## config.mk

```make
export PLATFORM = sky130hd
export DESIGN_NAME = multu_hilo
export DESIGN_NICKNAME = d
export VERILOG_FILES = /design/src/rtl/multu_hilo.sv
export SDC_FILE = /design/constraint.sdc
export NUM_CORES = 1
export LEC_CHECK = 0
export BUFFER_PORTS_ARGS = -buffer_cell sky130_fd_sc_hd__buf_2
export CAP_MARGIN = 20
export CORE_MARGIN = 2
export CORE_UTILIZATION = 45
export DETAILED_ROUTE_END_ITERATION = 8
export PLACE_DENSITY_LB_ADDON = 0.3
export SYNTH_ARGS = -nofsm -noshare
export SYNTH_HDL_FRONTEND = slang
export SYNTH_SLANG_ARGS = --single-unit
```

## constraint.sdc

```tcl
create_clock -name clk -period 7.9 [get_ports clk]
set_clock_uncertainty 0.1 [all_clocks]
set_input_delay 1.58 -clock clk [delete_from_list [all_inputs] [get_ports clk]]
set_output_delay 1.58 -clock clk [all_outputs]
set_load 0.05 [all_outputs]
```

## src/rtl/multu_hilo.sv

```systemverilog
// ---------------------------------------------------------------------------
// multu_hilo
//   Sequential WIDTH x WIDTH unsigned shift-add multiplier with HI/LO result
//   registers.
//
//   The ALU control drives a 6-bit control word into this block:
//     - MUL starts a multiply.
//     - HILO_OPEN commits the finished product to HI/LO.
//     - MFHI and MFLO read HI or LO back onto dataOut.
//
//   Ports:
//     clk      in   1      clock, rising edge
//     reset    in   1      asynchronous, active-high reset
//     dataA    in   WIDTH  multiplicand, sampled on the start edge only
//     dataB    in   WIDTH  multiplier, sampled on the start edge only
//     Signal   in   6      control word from ALU control
//     dataOut  out  WIDTH  HI on MFHI, LO on MFLO, else 0 (combinational)
//     busy     out  1      high while iterating
//     done     out  1      product ready, waiting for HILO_OPEN
//
//   Control handshake:
//     Signal is a level-sensitive command sampled on every rising edge.
//     - A MUL command is accepted only in IDLE.
//     - A HILO_OPEN command is accepted only in DONE.
//     - In every other state, both commands are ignored.
//     The controller may therefore hold MUL for the whole iteration count
//     without causing a restart.
//     busy and done together expose the FSM state:
//       00 = IDLE, 10 = BUSY, 01 = DONE.
// ---------------------------------------------------------------------------
module multu_hilo #(
  parameter int          WIDTH     = 32,
  parameter logic [5:0]  MUL       = 6'b011001,
  parameter logic [5:0]  MFHI      = 6'b010000,
  parameter logic [5:0]  MFLO      = 6'b010010,
  parameter logic [5:0]  HILO_OPEN = 6'b111111
) (
  input  logic             clk,
  input  logic             reset,
  input  logic [WIDTH-1:0] dataA,
  input  logic [WIDTH-1:0] dataB,
  input  logic [5:0]       Signal,
  output logic [WIDTH-1:0] dataOut,
  output logic             busy,
  output logic             done
);

  typedef enum logic [1:0] {
    IDLE = 2'd0,
    BUSY = 2'd1,
    DONE = 2'd2
  } state_t;

  state_t             state;
  logic [WIDTH-1:0]   mcand;
  logic [2*WIDTH-1:0] prod;   // upper half: accumulator, lower half: multiplier
  logic [5:0]         count;
  logic [WIDTH-1:0]   hi;
  logic [WIDTH-1:0]   lo;

  // One iteration:
  //   - Add the multiplicand to the accumulator when the current multiplier
  //     LSB is set.
  //   - Keep the carry, because it shifts into the product MSB.
  logic [WIDTH:0] sum;
  always_comb begin
    sum = {1'b0, prod[2*WIDTH-1:WIDTH]} + {1'b0, (prod[0] ? mcand : '0)};
  end

  always_ff @(posedge clk or posedge reset) begin
    if (reset) begin
      state <= IDLE;
      mcand <= '0;
      prod  <= '0;
      count <= '0;
      hi    <= '0;
      lo    <= '0;
    end else begin
      case (state)
        IDLE: begin
          if (Signal == MUL) begin
            mcand <= dataA;
            prod  <= {{WIDTH{1'b0}}, dataB};
            count <= '0;
            state <= BUSY;
          end
        end
        BUSY: begin
          prod  <= {sum, prod[WIDTH-1:1]};
          count <= count + 6'd1;
          if (count == 6'(WIDTH - 1)) begin
            state <= DONE;
          end
        end
        DONE: begin
          // Only HILO_OPEN can release DONE.
          // A held MUL must not restart the multiply.
          if (Signal == HILO_OPEN) begin
            hi    <= prod[2*WIDTH-1:WIDTH];
            lo    <= prod[WIDTH-1:0];
            state <= IDLE;
          end
        end
        default: state <= IDLE;
      endcase
    end
  end

  assign busy = (state == BUSY);
  assign done = (state == DONE);

  // Reads only ever see committed HI/LO, never the in-flight product.
  always_comb begin
    dataOut = '0;
    if (Signal == MFHI) begin
      dataOut = hi;
    end else if (Signal == MFLO) begin
      dataOut = lo;
    end
  end

endmodule
```

Word-level counts from Yosys, hierarchy flattened
Index checks and enable logic that the tools add are counted.
- add/sub/neg operators: 2
- eq/ne operators: 10
- multiplexer cells: 11
- reduce and logical (&&, ||, !) cells: 6
- operators with widths (kind ; number):
    case mux 64 bit (2 select lines) ; 1
    2-to-1 mux 32 bit ; 3
    2-to-1 mux 64 bit ; 1
    adder 32 x 32 -> 33 bit ; 1
    == test 6 x 5 -> 1 bit, second input constant ; 4
    case mux 6 bit (2 select lines) ; 1
    adder 6 x 1 -> 6 bit, second input constant ; 1
    == test 6 bit, second input constant ; 1
    2-to-1 mux 2 bit ; 3
    2-to-1 mux 6 bit ; 1
    case mux 2 bit (3 select lines) ; 1
    AND reduction 2 bit ; 3
    != test 2 x 1 -> 1 bit, second input constant ; 2
    AND reduction 3 bit ; 1
    == test 2 x 1 -> 1 bit, second input constant ; 1
    == test 2 bit, second input constant ; 1
    logical NOT 2 bit ; 1
    != test 2 bit, second input constant ; 1
    nonzero test 2 bit ; 1
- register bits: 168
- bits of input ports: 72
- output and inout bits: 34
- logic and storage cells: 35

Longest topological paths before layout
- depth in word-level cells: 3
- depth in mapped cells: 11
- mapped depth without buffers: 11

Worst setup path after synthesis
No wires, ideal clock.
- path type: in2out
- start point: input Signal[1]
- end point: output dataOut[21]
- data arrival time: 3.088 ns
- data required time: 6.220 ns
- path slack: 3.132 ns
- stages: 4
- buffers on the path: 2
- path through: clkbuf_1 buf_1 mux2i_1 nor2_1
- longest elaborated chain between the ends: 3
- elaborated cells between the ends (all ways): 4
- classes of those cells: eq/ne (2); mux (2)
- RTL lines (item ; RTL line ; RTL):
    from (decl) ; 42 ; input logic [5:0] Signal,
    == test 6 x 5 -> 1 bit ; 117 ; end else if (Signal == MFLO) begin
    2-to-1 mux 32 bit ; 117 ;
    2-to-1 mux 32 bit * ; 115 ; if (Signal == MFHI) begin
    to (decl) ; 43 ; output logic [WIDTH-1:0] dataOut,
Every way passes the cells marked *; elsewhere a longest branch is shown, timed or not.

Final worst setup path
- start point: input Signal[1]
- end point: output dataOut[3]
The elaborated chain is that of the path after synthesis.

==> qor.yml <==
status:
  status: "finished, final reports clean"
sta:
  final.min_clock_period_ns: 4.62
  fmax_ghz: 0.216
  rsz0062_at_grt: "false"
  finalSetupTns_ns: 0
  tightest_slew_ns: 1.02
  slew_headroom: 0.318
  finalHoldViolations: 0
  period_share: 0.585
  finalSetupViolations: 0
  timing.final.max_slew_violations: 0
setup_path:
  r2r_slack_ns: 4.11
  worstSetupStartpointType: "input port"
  critPathCaptureType: "output pin"
  critPathArrivalTime_ns: 2.94
  crit_path_max_fanout: 34
  cpLargestDelayFamily: "buffers and inverters"
  cp_common_cell: "buf_2"
  critical_path_class: "input port to output pin"
  cp.required_ns: 6.22
  cp_slowest_cell: "buf_2"
  cpPeakStageDelay_ns: 0.76
  crit_chain: "buf_2 > mux2i_1 > nor2_1 > buf_2"
  worst-path-buf-inv: 2
clocking:
  h-tree-depth: 4
  clkSlewWorstSetupHoldPaths_ns: 0.06
  cts.sinks: 168
  cts_buffer_depth: 2
  cts_buffers: 17
  holdBufCountCts: 0
  postCtsSetupBuffers: 0
  clk-insertion-delay-late_ns: 0.43
  ctsRootBufferMaster: "clkbuf_16"
  cts_resized: 0
  cts_tree: "done"
placement:
  routabilityCongestion: 0.910
  place.detailed.hpwl_mm: 14.4
  io_buffer_count: 105
floorplanning:
  fp.dieH_um: 146
  start_util: 0.462
  num_rows: 51
  die_area_um2: 21300
  die_x_um: 146
  io_pins: 106
  core_area_um2: 19600
synth:
  async_flop_share: 1.00
  synthDistinctLibCells: 60
  syn_area_um2: 9050
  synth.net_count: 966
  ys_seq_area_frac: 0.465
  ys_warn_count: 0
  ys_ff_latch: 168
  synth_edf_count: 0
  syn-instance-count: 860
  syn_avg_cell_area_um2: 10.5
  ys.flop_type: "dfrtp_1"
global_routing:
  first_global_vias: 6409
  grt_pass1_wl_mm: 33.9
  grt_antenna_before_repair: 0
  grt_max_degree: 103
  overflow: 0
  grtUsageTotal: 0.198
cells_and_area:
  final_nets: 1050
  mostFrequentLayoutCells: "dfrtp_1 (168), buf_2 (105), mux2_2 (96), nand2_1 (90), o21ai_0 (78)"
  syn_to_final_growth_pct: 15.1
  layout-drive-gt1-share: 0.264
  num_antenna_cells: 0
  final_common_cell: "dfrtp_1"
drt:
  route.detailed.drc: 0
  via_per_inst: 5.39
  drt-total-wl_mm: 20.2
  firstDrtPassIters: 5
  postRouteAntennaNets: 0
  vias: 6581
  wl_per_cell_um: 16.5
  drtIter0Drc: 560
min_path:
  hold_class: "flip-flop to flip-flop"
power:
  p_sw_frac: 0.319
  clockPowerShare: 0.324
  p_switching_mw: 0.886
  powerDensity_nw_per_um2: 267
  p_leak_nw: 5.21
  ir_drop_uv: 147
  p_comb_frac: 0.242
  intPower_mw: 1.89
  seqPwrFrac: 0.434
  fin_total_pwr_mw: 2.78
flow_run:
  maxCapViolCount: 0
[power groups by stage]
stage                     clock [mW]  combinational [mW]  sequential [mW]
after floorplan                    0               0.546             1.15
after global placement             0               0.657             1.22
after detailed placement           0               0.671             1.22
after CTS                      0.918               0.674             1.21
after global routing           0.956               0.769             1.24
final                          0.900               0.672             1.21
[worst paths after layout]
path | from | to | cells after the start
hold reg to reg | mcand[11]$_DFFE_PP0P_ | mcand[11]$_DFFE_PP0P_ | 1
max in group asynchronous | reset | hi[28]$_DFFE_PP0P_ | 3
setup / recovery | Signal[1] | dataOut[3] | 4
min in group asynchronous | reset | mcand[5]$_DFFE_PP0P_ | 2
hold / removal | mcand[11]$_DFFE_PP0P_ | mcand[11]$_DFFE_PP0P_ | 1
setup reg to reg | prod[0]$_DFFE_PP0P_ | prod[61]$_DFFE_PP0P_ | 11
[stage by stage]
stage               utilization  cells  cell area [um2]  hold slack (ns)  setup WS (ns)
global route              0.532   1220            10400            0.417           3.18
floorplan                     -    860             9050            0.357           1.67
global placement          0.499   1190             9780            0.380           3.30
CTS                       0.532   1220            10400            0.400           3.28
finish                    0.532   1220            10400            0.396           3.28
detailed placement        0.499   1190             9780            0.386           3.28
[kinds of logic (layout without fill, tap and decap cells)]
logic type / count (synthesis) / count (layout) / synth area share
flip-flops: 168 / 168 / 0.465
XOR/XNOR: 22 / 22 / 0.0213
AO/OA/AOI/OAI: 178 / 178 / 0.123
adder cells (fa/ha/maj): 34 / 34 / 0.0479
AND/OR/NAND/NOR: 237 / 237 / 0.123
buffers and inverters: 59 / 154 / 0.0272
multiplexers: 162 / 162 / 0.193
[cell type report]
class,count,area (um2)
sequential,168,4200
fill,1738,9170
clock inverter,8,170
inverter,12,50.0
tap,265,332
clock buffer,22,464
timing repair buffer,112,578
multi-input combinational,633,4620
[state kept, by name (all words and copies together), names as in the netlist]
name,flops
lo,32
state,2
count,6
prod,64
mcand,32
hi,32
[Yosys cell counts, drive strengths merged, types with 8 or more instances]
cell	instances	area, um2
a211oi	9	67.6
a21o	12	90.1
a21oi	33	165
and2	32	201
buf	13	73.8
clkbuf	34	128
dfrtp	168	4200
ha	33	413
inv	12	45.0
mux2	96	1080
mux2i	66	661
nand2	91	342
nand3	17	85.1
nand4	8	50.1
nor2	57	214
o21ai	84	424
xnor2	11	96.3
xor2	11	96.3
[layer usage]
layer  track usage  vias up  share of wire
li1              -     3244              -
met1         0.296     3136           0.51
met2         0.291      177           0.43
met3        0.0395       24          0.046
met4        0.0613        0          0.014
met5             0        -              0
Note: power is estimated with default switching activity, not from simulation.
